File: src/rtl/traffic_light_monitor.sv
// traffic_light_monitor
// Passive checker on the two-road signal-head bus (one-hot RED=001,
// YELLOW=010, GREEN=100). Follows each road's colour sequence, measures
// phase dwell in 1-second ticks, flags encoding/conflict/sequence/timing
// violations and counts completed road1+road2 signal cycles.
//
// Ports:
//   clk, rst_n      clock, synchronous active-low reset
//   enable          monitor enable (0: no checks, trackers parked at RED)
//   tick            1-second strobe, one clk wide
//   road1_in        road 1 light, one-hot
//   road2_in        road 2 light, one-hot
//   clr_err         clears err_flags and first_err_vld
//   err_flags       sticky flags [0] ENC [1] CONFLICT [2] SEQ [3] SHORT [4] TIMEOUT
//   err_pulse       one-cycle pulse for every detecting cycle
//   first_err       index of the first error since the last clear
//   first_err_vld   first_err is valid
//   dwell           ticks elapsed in the current phase (saturating)
//   cycle_cnt       completed road1+road2 cycles (saturating)
module traffic_light_monitor #(
    parameter int unsigned DW      = 6,
    parameter int unsigned CNT_W   = 16,
    parameter int unsigned YEL_MIN = 1,
    parameter int unsigned YEL_MAX = 3,
    parameter int unsigned GRN_MIN = 9,
    parameter int unsigned GRN_MAX = 11
) (
    input  logic             clk,
    input  logic             rst_n,
    input  logic             enable,
    input  logic             tick,
    input  logic [2:0]       road1_in,
    input  logic [2:0]       road2_in,
    input  logic             clr_err,
    output logic [4:0]       err_flags,
    output logic             err_pulse,
    output logic [2:0]       first_err,
    output logic             first_err_vld,
    output logic [DW-1:0]    dwell,
    output logic [CNT_W-1:0] cycle_cnt
);

    localparam int unsigned NUM_ERR = 5;
    localparam int unsigned E_ENC   = 0;
    localparam int unsigned E_CONF  = 1;
    localparam int unsigned E_SEQ   = 2;
    localparam int unsigned E_SHORT = 3;
    localparam int unsigned E_TMO   = 4;

    localparam logic [2:0] LT_RED = 3'b001;
    localparam logic [2:0] LT_YEL = 3'b010;
    localparam logic [2:0] LT_GRN = 3'b100;

    typedef enum logic [1:0] {
        TRK_RED   = 2'd0,
        TRK_Y_UP  = 2'd1,
        TRK_GREEN = 2'd2,
        TRK_Y_DN  = 2'd3
    } trk_t;

    trk_t                 trk1_q, trk2_q, trk1_d, trk2_d;
    logic [2:0]           prev1_q, prev2_q, prev1_d, prev2_d;
    logic [DW-1:0]        dwell_d;
    logic                 enc_bad_c;
    logic                 in_chg_c;
    logic [NUM_ERR-1:0]   det_c;
    logic [NUM_ERR-1:0]   err_flags_d;
    logic [2:0]           first_err_d;
    logic                 first_err_vld_d;
    logic [CNT_W-1:0]     cycle_cnt_d;

    // Colour a tracker state shows on the signal head.
    function automatic logic [2:0] colour_of(input trk_t s);
        case (s)
            TRK_RED:   colour_of = LT_RED;
            TRK_GREEN: colour_of = LT_GRN;
            default:   colour_of = LT_YEL;
        endcase
    endfunction

    function automatic logic is_onehot(input logic [2:0] x);
        is_onehot = (x == LT_RED) || (x == LT_YEL) || (x == LT_GRN);
    endfunction

    // Legal colour changes only; "same colour" is handled by the caller.
    function automatic logic is_legal(input trk_t s, input logic [2:0] c);
        is_legal = ((s == TRK_RED)   && (c == LT_YEL)) ||
                   ((s == TRK_Y_UP)  && (c == LT_GRN)) ||
                   ((s == TRK_GREEN) && (c == LT_YEL)) ||
                   ((s == TRK_Y_DN)  && (c == LT_RED));
    endfunction

    // Tracker follows the driven colour; illegal changes adopt it too.
    function automatic trk_t trk_step(input trk_t s, input logic [2:0] c);
        trk_step = s;
        if (c != colour_of(s)) begin
            if (c == LT_RED)
                trk_step = TRK_RED;
            else if (c == LT_GRN)
                trk_step = TRK_GREEN;
            else
                trk_step = (s == TRK_GREEN) ? TRK_Y_DN : TRK_Y_UP;
        end
    endfunction

    function automatic logic short_bad(input trk_t s, input logic [2:0] c,
                                       input logic [DW-1:0] d);
        logic [2:0] oc;
        oc = colour_of(s);
        short_bad = (c != oc) &&
                    (((oc == LT_YEL) && (d < DW'(YEL_MIN))) ||
                     ((oc == LT_GRN) && (d < DW'(GRN_MIN))));
    endfunction

    // Fires on the tick that would carry dwell past the maximum; dwell
    // steps past the limit on that same tick, so it cannot repeat in a phase.
    function automatic logic timeout_bad(input trk_t s, input logic [2:0] c,
                                         input logic [DW-1:0] d, input logic t);
        timeout_bad = t && (c == colour_of(s)) &&
                      (((c == LT_YEL) && (d == DW'(YEL_MAX))) ||
                       ((c == LT_GRN) && (d == DW'(GRN_MAX))));
    endfunction

    function automatic logic [2:0] lowest_idx(input logic [NUM_ERR-1:0] v);
        lowest_idx = 3'd0;
        for (int i = NUM_ERR - 1; i >= 0; i--) begin
            if (v[i]) lowest_idx = 3'(i);
        end
    endfunction

    assign enc_bad_c = !is_onehot(road1_in) || !is_onehot(road2_in);
    assign in_chg_c  = {road1_in, road2_in} != {prev1_q, prev2_q};

    // State register: trackers, previous inputs, dwell.
    always_ff @(posedge clk) begin
        if (!rst_n) begin
            trk1_q  <= TRK_RED;
            trk2_q  <= TRK_RED;
            prev1_q <= LT_RED;
            prev2_q <= LT_RED;
            dwell   <= '0;
        end else begin
            trk1_q  <= trk1_d;
            trk2_q  <= trk2_d;
            prev1_q <= prev1_d;
            prev2_q <= prev2_d;
            dwell   <= dwell_d;
        end
    end

    // Next state: an encoding error freezes trackers, dwell and previous inputs.
    always_comb begin
        trk1_d  = trk1_q;
        trk2_d  = trk2_q;
        prev1_d = prev1_q;
        prev2_d = prev2_q;
        dwell_d = dwell;
        if (!enable) begin
            trk1_d  = TRK_RED;
            trk2_d  = TRK_RED;
            prev1_d = road1_in;
            prev2_d = road2_in;
            dwell_d = '0;
        end else if (!enc_bad_c) begin
            trk1_d  = trk_step(trk1_q, road1_in);
            trk2_d  = trk_step(trk2_q, road2_in);
            prev1_d = road1_in;
            prev2_d = road2_in;
            if (in_chg_c)
                dwell_d = '0;
            else if (tick && (dwell != '1))
                dwell_d = dwell + DW'(1);
        end
    end

    // Output decode: error detection, sticky flags, first-error capture, cycle count.
    always_comb begin
        det_c           = '0;
        err_flags_d     = clr_err ? '0 : err_flags;
        first_err_d     = first_err;
        first_err_vld_d = clr_err ? 1'b0 : first_err_vld;
        cycle_cnt_d     = cycle_cnt;
        if (enable) begin
            if (enc_bad_c) begin
                det_c[E_ENC] = 1'b1;
            end else begin
                det_c[E_CONF]  = (road1_in != LT_RED) && (road2_in != LT_RED);
                det_c[E_SEQ]   = ((road1_in != colour_of(trk1_q)) && !is_legal(trk1_q, road1_in)) ||
                                 ((road2_in != colour_of(trk2_q)) && !is_legal(trk2_q, road2_in));
                det_c[E_SHORT] = short_bad(trk1_q, road1_in, dwell) ||
                                 short_bad(trk2_q, road2_in, dwell);
                det_c[E_TMO]   = timeout_bad(trk1_q, road1_in, dwell, tick) ||
                                 timeout_bad(trk2_q, road2_in, dwell, tick);
                if ((trk2_q == TRK_Y_DN) && (road2_in == LT_RED) && (cycle_cnt != '1))
                    cycle_cnt_d = cycle_cnt + CNT_W'(1);
            end
        end
        err_flags_d = err_flags_d | det_c;
        if ((det_c != '0) && !first_err_vld_d) begin
            first_err_d     = lowest_idx(det_c);
            first_err_vld_d = 1'b1;
        end
    end

    // Registered status outputs.
    always_ff @(posedge clk) begin
        if (!rst_n) begin
            err_flags     <= '0;
            err_pulse     <= 1'b0;
            first_err     <= '0;
            first_err_vld <= 1'b0;
            cycle_cnt     <= '0;
        end else begin
            err_flags     <= err_flags_d;
            err_pulse     <= (det_c != '0);
            first_err     <= first_err_d;
            first_err_vld <= first_err_vld_d;
            cycle_cnt     <= cycle_cnt_d;
        end
    end

endmodule

File: config.mk
export PLATFORM = sky130hd
export DESIGN_NAME = traffic_light_monitor
export DESIGN_NICKNAME = d
export VERILOG_FILES = /design/src/rtl/traffic_light_monitor.sv
export SDC_FILE = /design/constraint.sdc
export NUM_CORES = 1
export LEC_CHECK = 0
export CORE_MARGIN = 2
export CORE_UTILIZATION = 57
export CTS_BUF_LIST = sky130_fd_sc_hd__clkbuf_8 sky130_fd_sc_hd__clkbuf_16
export DETAILED_ROUTE_END_ITERATION = 16
export GPL_ROUTABILITY_DRIVEN = 0
export PLACE_DENSITY_LB_ADDON = 0.25
export SLEW_MARGIN = 0
export SYNTH_ARGS = -nofsm -noshare
export SYNTH_HDL_FRONTEND = slang
export SYNTH_SLANG_ARGS = --single-unit
File: constraint.sdc
create_clock -name clk -period 3.7 [get_ports clk]
set_input_delay 0.925 -clock clk [delete_from_list [all_inputs] [get_ports clk]]
set_output_delay 0.925 -clock clk [all_outputs]
set_load 0.01 [all_outputs]
==> After elaboration in Yosys (flattened, before gate mapping) <==
Cells that the tools add are included.
{ "op_classes": {"addsub": 2, "magnitude_cmp": 2, "eq_ne": 28, "n_mux": 29, "bitwise": 2, "reduce_logical": 60} }
{ "ops": {"columns": ["operator", "n"], "rows": [
  ["3-bit 2-to-1 mux", 13],
  ["1-bit logical AND", 28],
  ["1-bit logical OR", 18],
  ["16-bit by 1-bit adder with 16-bit output, second input constant", 1],
  ["16-bit != test, second input constant", 1],
  ["3-bit by 2-bit equality test with 1-bit output, second input constant", 4],
  ["3-bit equality test, second input constant", 4],
  ["2-bit 2-to-1 mux", 6],
  ["6-bit 2-to-1 mux", 2],
  ["3-bit one-hot mux with 2 select lines", 2],
  ["5-bit 2-to-1 mux", 2],
  ["2-bit equality test, second input constant", 4],
  ["2-bit AND reduction", 4],
  ["6-bit by 1-bit adder with 6-bit output, second input constant", 1],
  ["3-bit by 1-bit equality test with 1-bit output, second input constant", 2],
  ["3-bit equality test", 2],
  ["6-bit by 2-bit equality test with 1-bit output, second input constant", 1],
  ["6-bit by 4-bit equality test with 1-bit output, second input constant", 1],
  ["6-bit by 1-bit < comparator with 1-bit output, second input constant", 1],
  ["6-bit by 4-bit < comparator with 1-bit output, second input constant", 1],
  ["3-bit by 1-bit != test with 1-bit output, second input constant", 2],
  ["3-bit != test", 2],
  ["6-bit != test", 1],
  ["6-bit != test, second input constant", 1],
  ["other kinds (11)", 19]
]} }
{ "totals": {"ff_bits": 42, "inputBits": 11, "output_inout_bits": 32} }

==> Depth between registers and ports, before layout <==
Gate-level depths: netlist (run 1).
{ "logic_depth": {"word_depth": 19, "ltp_mapped": 8, "depth_no_buf": 8} }

==> Worst setup path before layout (run 1) <==
OpenSTA, ideal clock, no wires.
{ "synth_timing": {"kind": "input to register", "from": "in road1_in[2]", "to": "reg cycle_cnt[4]", "setup_ns": 0.119, "arrival_ns": 2.291, "t_required_ns": 3.581, "setup_slack_ns": 1.290, "cell_stages": 7, "path_cell_list": "buf_6 -> o21a_1 -> nor4_4 -> nand3_4 -> nor4b_4 -> nand3_1 -> mux2i_1"} }
{ "synth_between": {"elab_chain_len": 7} }
{ "synth_rtl": {"columns": ["element", "line", "source"], "rows": [
  ["start, declared", "32", "input logic [2:0] road1_in,"],
  ["3-bit by 1-bit equality test with 1-bit output or 3-bit by 2-bit equality test with 1-bit output (tied branches)", "82", "is_onehot = (x == LT_RED) || (x == LT_YEL) || (x == LT_GRN);"],
  ["1-bit logical OR", "82", null],
  ["1-bit logical OR *", "82", null],
  ["1-bit logical NOT *", "131", "assign enc_bad_c = !is_onehot(road1_in) || !is_onehot(road2_in);"],
  ["1-bit logical OR *", "131", null],
  ["1-bit NOT (no source line) *", null, null],
  ["3-bit AND reduction (no source line) *", null, null],
  ["end signal, assigned", "218", "cycle_cnt <= cycle_cnt_d;"],
  ["end, declared", "40", "output logic [CNT_W-1:0] cycle_cnt"]
]} }
Every way passes the cells marked *; elsewhere a longest branch is shown, timed or not.
A chain may end at the register's enable or synchronous reset.

==> Worst setup path after layout (run 1) <==
{ "layout_timing": {"from": "in road1_in[1]", "to": "reg cycle_cnt[9]"} }
The elaborated chain is that of the path after synthesis.

==> summary.md, run 1 <==
| Metric | Value |
|---|---|
| Initial core utilization | `58.4%` |
| Nets | `343` |
| Setup CP Type | `in -> reg` |
| WHS Path Cells | `2` |
| Avg Inst Size Synth | `8.59 sq um` |
| CP startpoint | `road1_in[1]` |
| FMAX | `330 MHz` |
| Top layer reached by signal wires | `met4` |
| Antenna Nets Post-Route | `0` |
| Tot Pwr | `895 uW` |
| Fillers | `366` |
| First-pass DRT Iterations | `4` |
| Die X | `70.6 microns` |
| Area delta synth->final | `19.1%` |
| # Max-Cap Violations | `0` |
| Critical path required time | `3870 ps` |
| Reg2reg path depth | `8` |
| Yosys top cell by area | `dfxtp_1` |
| Dpl cell area | `0.00292 sq mm` |
| CP arrival | `3210 ps` |
| Lkg Pwr | `1.00 nW` |
| Final min period | `3030 ps` |
| Starting DRC count in detailed routing | `90` |
| Vias | `2211` |
| CTS Hold Bufs | `0` |
| Number of synthesized register bits | `42` |
| Reg-to-reg startpoint | `dwell[0]$_SDFFE_PN0P_` |
| Cell area after synthesis | `0.00253 sq mm` |
| R2R setup slack | `1570 ps` |
| Port Buffers | `42` |
| CTS Buf Count | `5` |
| Met1 Wirelength | `2.59 mm` |
| Reg2reg end | `first_err[2]$_SDFFE_PN0P_` |
| Worst-Margin Slew | `722 ps` |
| Final setup fails | `0` |
| Drt total wl | `5.58 mm` |
| Total global routing track utilization | `23.4%` |
| Hold Crit Class | `reg -> reg` |
| PD cells | `297 mW/mm^2` |
| Die footprint | `0.00498 sq mm` |
| Io pins | `43` |
| First-pass GRT wire length | `9.52 mm` |
| N_diodes | `0` |
| Post-synthesis sequential area ratio | `33.3%` |
| Crit path launch type | `primary input` |
| Vias per cell | `5.79` |
| Setup crit end kind | `register` |
| # DRC | `0` |
| Async S/R FF share, synth | `0%` |
| Hold Vio Cnt, Final | `0` |
| Syn Nets | `308` |
| Yosys warning total | `0` |
| VDD IR max | `0.000262 V` |
| Layout Skew | `7.89 ps` |
| Routed wl met3 | `280 microns` |
| Tcrit/Tclk final | `82.0%` |
| CTS sink cnt | `42` |
| Instance count of the mapped netlist | `294` |
| CTS tree | `done` |
| Synth top area cells | `dfxtp_1 (33%), xnor2_1 (6.6%), nor2_1 (5.2%), nand2_1 (3.7%), a21oi_1 (3.2%)` |
| Worst-path clk slew | `90 ps` |
| Ys flop type | `dfxtp_1` |
| # Post-CTS Setup Buffers | `0` |
| H-tree depth | `2` |
| Status | `completed` |
| Most frequent cells in the layout | `dfxtp_1 (42), clkdlybuf4s50_1 (42), nor2_1 (35)` |
| Wire per inst | `14.6 microns` |
| Number of global-route vias before repair | `2061` |
| Dpl hpwl | `4.00 mm` |
| Root buf cell | `clkbuf_8` |
| Global route total overflow | `0` |
| Resize count post-CTS | `0` |
| Post-synth cell types | `60` |
| CTS max path bufs | `2` |
| Slew Viols, Final | `0` |
| EDFF count, synth | `0` |
| Non-filler instance count after layout | `382` |
| Top-area cell type share of the netlist area | `33.3%` |
| Met2 wire length | `2.65 mm` |
| Max FO, Critical Path | `14` |
| Initial antenna violation count | `0` |
| Slew margin rel. | `51.8%` |
| CP endpoint | `cycle_cnt[9]$_SDFFE_PN0P_` |
| Largest net degree at the start of global routing | `25` |
| RSZ-0062 raised after global routing | `no` |
| Placed instance count | `374` |
| Layout cell share with drive strength beyond 1 | `9.39%` |
| Core area | `0.00432 sq mm` |
| Die Height | `70.6 microns` |
| Total negative slack | `0 ps` |
| Clock Latency Late Sink | `300 ps` |
| Row cnt | `24` |
| Fin area | `0.00301 sq mm` |
==> worst max-delay path: stages <==
cell	delay, ps
clkdlybuf4s50_1	690
o21a_1	330
nor4_4	400
nand3_4	210
nor4_1	430
xnor2_1	170
nor2_1	50
==> power breakdown <==
group / total (mW) / switching (mW) / leakage (nW) / internal, mW
Clock: 0.304 / 0.172 / 0.0441 / 0.133
Sequential: 0.469 / 0.00812 / 0.341 / 0.461
Combinational: 0.121 / 0.0715 / 0.620 / 0.0494
Total: 0.895 / 0.251 / 1.00 / 0.643
==> cell families after synthesis <==
kind of cell               share of synthesized area, %
and+or+nand+nor                                    32.1
AOI/OAI and AO/OA                                  15.3
DFF                                                33.3
xor gates and xnor gates                           9.71
buffers and inverters                              5.30
muxes                                              2.82
adders and majority gates                          1.49
==> through the flow <==
| step | setup WS [ps] | utilization, % | hold slack, ps |
|---|---|---|---|
| global placement | 395 | 67.5 | 451 |
| CTS | 686 | 69.6 | 469 |
| detailed placement | 373 | 67.5 | 445 |
| global route | 508 | 69.6 | 501 |
| floorplan | 1290 | - | 443 |
| finish | 667 | 69.6 | 466 |
==> per-layer routing <==
metal,track usage [%],up-vias
met3,4.27,7
met5,0,-
li1,-,1110
met1,30.8,1034
met4,6.92,0
met2,39.3,60
==> synthesized netlist by cell type (2+ instances only) <==
cell and n:
inv_1 9, a2111oi_0 2, o21ai_0 4, o211ai_1 2, clkbuf_1 3, ha_1 3
a31oi_1 2, nor3_1 9, nand3_1 10, nor3b_2 4, nor4_1 3, dlygate4sd1_1 2
and2_1 3, a2111oi_2 2, and4b_1 2, dfxtp_1 42, nor2_1 35, buf_2 6
xor2_1 9, o31ai_1 3, and3_1 3, o221ai_1 2, a211oi_1 2, buf_6 3
a22oi_1 3, xnor2_1 19, nor3_2 2, o21ai_1 5, mux2i_1 6, nand2_1 25
nand2b_1 8, nand4_1 9, and4_1 2, a21oi_1 16, nor2b_1 9
==> registers in the layout, summed over array words and instances, names as in the netlist <==
register / flops
cycle_cnt: 16
dwell: 6
err_flags: 5
first_err: 3
prev1_q: 3
prev2_q: 3
trk1_q: 2
trk2_q: 2
err_pulse: 1
first_err_vld: 1
==> how the worst min path moves through the flow <==
stage	from	to	slack, ps
after floorplan	prev1_q[1]$_SDFFE_PN0N_	prev1_q[1]$_SDFFE_PN0N_	440
after global placement	first_err[0]$_SDFFE_PN0P_	first_err[0]$_SDFFE_PN0P_	450
after detailed placement	first_err[0]$_SDFFE_PN0P_	first_err[0]$_SDFFE_PN0P_	440
after CTS	first_err[0]$_SDFFE_PN0P_	first_err[0]$_SDFFE_PN0P_	470
after global routing	first_err[0]$_SDFFE_PN0P_	first_err[0]$_SDFFE_PN0P_	500
final	first_err[0]$_SDFFE_PN0P_	first_err[0]$_SDFFE_PN0P_	470
==> area by class of cell <==
type	instances	area (sq um)	area share, %
clock buffer	5	68.8	2.29
timing repair buffer	43	428	14.2
inverter	9	33.8	1.12
clock inverter	3	21.3	0.707
multi-input combinational	228	1550	51.6
tap	52	65.1	2.16
sequential	42	841	27.9
Power figures use the tool's default switching activity.
==> inputs of run 2 (changes only) <==
--- a/config.mk
+++ b/config.mk
@@ -6,7 +6,7 @@
 export NUM_CORES = 1
 export LEC_CHECK = 0
 export CORE_MARGIN = 2
-export CORE_UTILIZATION = 57
+export CORE_UTILIZATION = 48
 export CTS_BUF_LIST = sky130_fd_sc_hd__clkbuf_8 sky130_fd_sc_hd__clkbuf_16
 export DETAILED_ROUTE_END_ITERATION = 16
 export GPL_ROUTABILITY_DRIVEN = 0
==> constraint.sdc (replaced) <==
create_clock -name clk -period 2.7 [get_ports clk]
set_input_delay 0.675 -clock clk [delete_from_list [all_inputs] [get_ports clk]]
set_output_delay 0.675 -clock clk [all_outputs]
set_load 0.01 [all_outputs]
==> run 2 against run 1 <==
Register-to-register slack worse by 1100 ps. Combinational power up 64%. First-iteration DRC count is 79% higher. Final cell count is 13% higher. Sequential share of layout area shrank 2.3 points. Critical path type unchanged. Largest cell class unchanged.
==> summary.md, run 2 (synthesis results as in run 1) <==
| Metric | Value |
|---|---|
| # Max-Cap Violations | `0 (unchanged)` |
| Max FO, Critical Path | `10 (-4)` |
| Io pins | `43 (unchanged)` |
| Initial core utilization | `49.5% (-9.0 points)` |
| Resize count post-CTS | `0 (unchanged)` |
| Critical path required time | `2920 ps (-950 ps)` |
| GR met3 Demand/Resource | `4.62% (+0.35 points)` |
| Dpl hpwl | `4.46 mm (+12%)` |
| CP arrival | `2710 ps (-500 ps)` |
| Slew Viols, Final | `0 (unchanged)` |
| RSZ-0062 raised after global routing | `no` |
| Total negative slack | `0 ps (unchanged)` |
| CTS sink cnt | `42 (unchanged)` |
| Initial antenna violation count | `0 (unchanged)` |
| Drt total wl | `5.78 mm (+3.6%)` |
| Non-filler instance count after layout | `432 (+13%)` |
| Antenna Nets Post-Route | `0 (unchanged)` |
| Vias per cell | `5.25 (-9.2%)` |
| Port Buffers | `42 (unchanged)` |
| Final min period | `2490 ps` |
| Nets | `375 (+9.3%)` |
| CTS max path bufs | `2 (unchanged)` |
| GR peak layer | `met2` |
| CP max stage delay | `480 ps (-210 ps)` |
| N_diodes | `0 (unchanged)` |
| # DRC | `0 (unchanged)` |
| Met2 GRT Util | `34.2% (-5.1 points)` |
| Layout Skew | `9.70 ps (+1.81 ps)` |
| Starting DRC count in detailed routing | `161 (+79%)` |
| Slew margin rel. | `53.9% (+2.1 points)` |
| Crit path cell chain | `clkdlybuf4s50_1, buf_4, nor3b_2, nand2_1, a311oi_1, buf_4, and2_1, o311a_1, mux2i_1` |
| CTS Hold Bufs | `0 (unchanged)` |
| CTS tree | `done` |
| Area delta synth->final | `29.7%` |
| Root buf cell | `clkbuf_8` |
| Hold Vio Cnt, Final | `0 (unchanged)` |
| Worst-Margin Slew | `673 ps (-48.8 ps)` |
| Highest-delay cell along the critical path | `clkdlybuf4s50_1` |
| Hold Crit Class | `reg -> reg` |
| GR Util met1 | `28.6% (-2.3 points)` |
| Total global routing track utilization | `21.3% (-2.1 points)` |
| Clock Latency Late Sink | `300 ps (about the same)` |
| VDD IR max | `0.000286 V (+8.9%)` |
| Lkg Pwr | `1.17 nW (+16%)` |
| Global route total overflow | `0 (unchanged)` |
| Vias | `2270 (+2.7%)` |
| Final setup fails | `0 (unchanged)` |
| # Post-CTS Setup Buffers | `0 (unchanged)` |
| Placed instance count | `424 (+13%)` |
| Number of global-route vias before repair | `2183 (+5.9%)` |
| Critical path's top delay family | `buffers and inverters` |
| Most frequent CP cell | `buf_4` |
| Die X | `76.5 microns (+8.5%)` |
| Die Height | `76.5 microns (+8.5%)` |
| PD cells | `387 mW/mm^2 (+30%)` |
| Worst-path clk slew | `70 ps (-20 ps)` |
| Crit path launch type | `primary input` |
| Setup crit end kind | `register` |
| Largest net degree at the start of global routing | `25 (unchanged)` |
| First-pass GRT wire length | `10.2 mm (+6.8%)` |
| CTS Buf Count | `5 (unchanged)` |
| Core area | `0.00511 sq mm (+18%)` |
| Max reg flops | `16 (unchanged)` |
| Layout cell share with drive strength beyond 1 | `17.4% (+8.0 points)` |
| Final Util | `64.2% (-5.4 points)` |
| Tcrit/Tclk final | `92.0%` |
| Status | `completed` |
| CP bufs+invs | `3 (+2)` |
| R2R setup slack | `440 ps (-1130 ps)` |
| Most frequent cells in the layout | `dfxtp_1 (42), clkdlybuf4s50_1 (42), nor2_1 (35)` |
| Setup CP Type | `in -> reg` |
| H-tree depth | `2 (unchanged)` |
| Wire per inst | `13.4 microns (-8.4%)` |
| Die footprint | `0.00586 sq mm (+18%)` |
| Row cnt | `26 (+8.3%)` |
| FMAX | `402 MHz` |
| First-pass DRT Iterations | `4 (unchanged)` |
| Top register by number of flip-flops | `cycle_cnt` |
| Largest regs | `cycle_cnt: 16 flops, dwell: 6 flops, err_flags: 5 flops` |
[run 2: changes by cell type in the layout (fill, tap and decap cells not counted)]
cell      change
clkinv_4      -1
buf_4        +32
clkbuf_8      +1
[run 2: routing by layer]
| layer | vias up | wire, microns |
|---|---|---|
| li1 | 1177 | - |
| met3 | 8 | 251 |
| met1 | 1036 | 2800 |
| met4 | 0 | 76 |
| met2 | 49 | 2650 |
| met5 | - | 0 |
[run 2: final timing paths]
| check | from | to | cells after the start |
|---|---|---|---|
| worst max-delay path | road1_in[1] | first_err[0]$_SDFFE_PN0P_ | 9 |
| worst min-delay path | prev2_q[2]$_SDFFE_PN0N_ | prev2_q[2]$_SDFFE_PN0N_ | 2 |
| worst max register to register | dwell[0]$_SDFFE_PN0P_ | first_err[0]$_SDFFE_PN0P_ | 9 |
| worst min register to register | prev2_q[2]$_SDFFE_PN0N_ | prev2_q[2]$_SDFFE_PN0N_ | 2 |
[run 2: worst reg2reg max path: cells and delay by family (launching register included)]
| kind | cells | cell delay (ps) |
|---|---|---|
| AOI/OAI and AO/OA | 4 | 1170 |
| and+or+nand+nor | 1 | 70 |
| adders and majority gates | 1 | 170 |
| DFF | 1 | 360 |
| muxes | 1 | 140 |
| buffers and inverters | 2 | 270 |
[run 2: report_power, final]
group	switching (mW)	internal, mW
Clock	0.221	0.206
Sequential	0.0112	0.632
Combinational	0.102	0.0959
[run 2: final cells by class]
cell class / count / area, sq um
repair buffers: 75 / 668
inverters: 9 / 33.8
multi-input cells: 228 / 1550
fillers: 481 / 1830
clock inverters: 2 / 12.5
clock buffers: 6 / 82.6
flip-flops and latches: 42 / 841
well taps: 70 / 87.6
[run 2: through the flow]
step | power, mW | hold WS (ps) | setup WS, ps | instance area, sq um
after floorplan | 0.775 | 443 | 540 | 2530
after global placement | 0.853 | 454 | -15.9 | 3180
after detailed placement | 0.856 | 453 | -65.1 | 3180
after CTS | 1.29 | 469 | 232 | 3280
after global routing | 1.33 | 489 | 80.0 | 3280
final | 1.27 | 471 | 215 | 3280
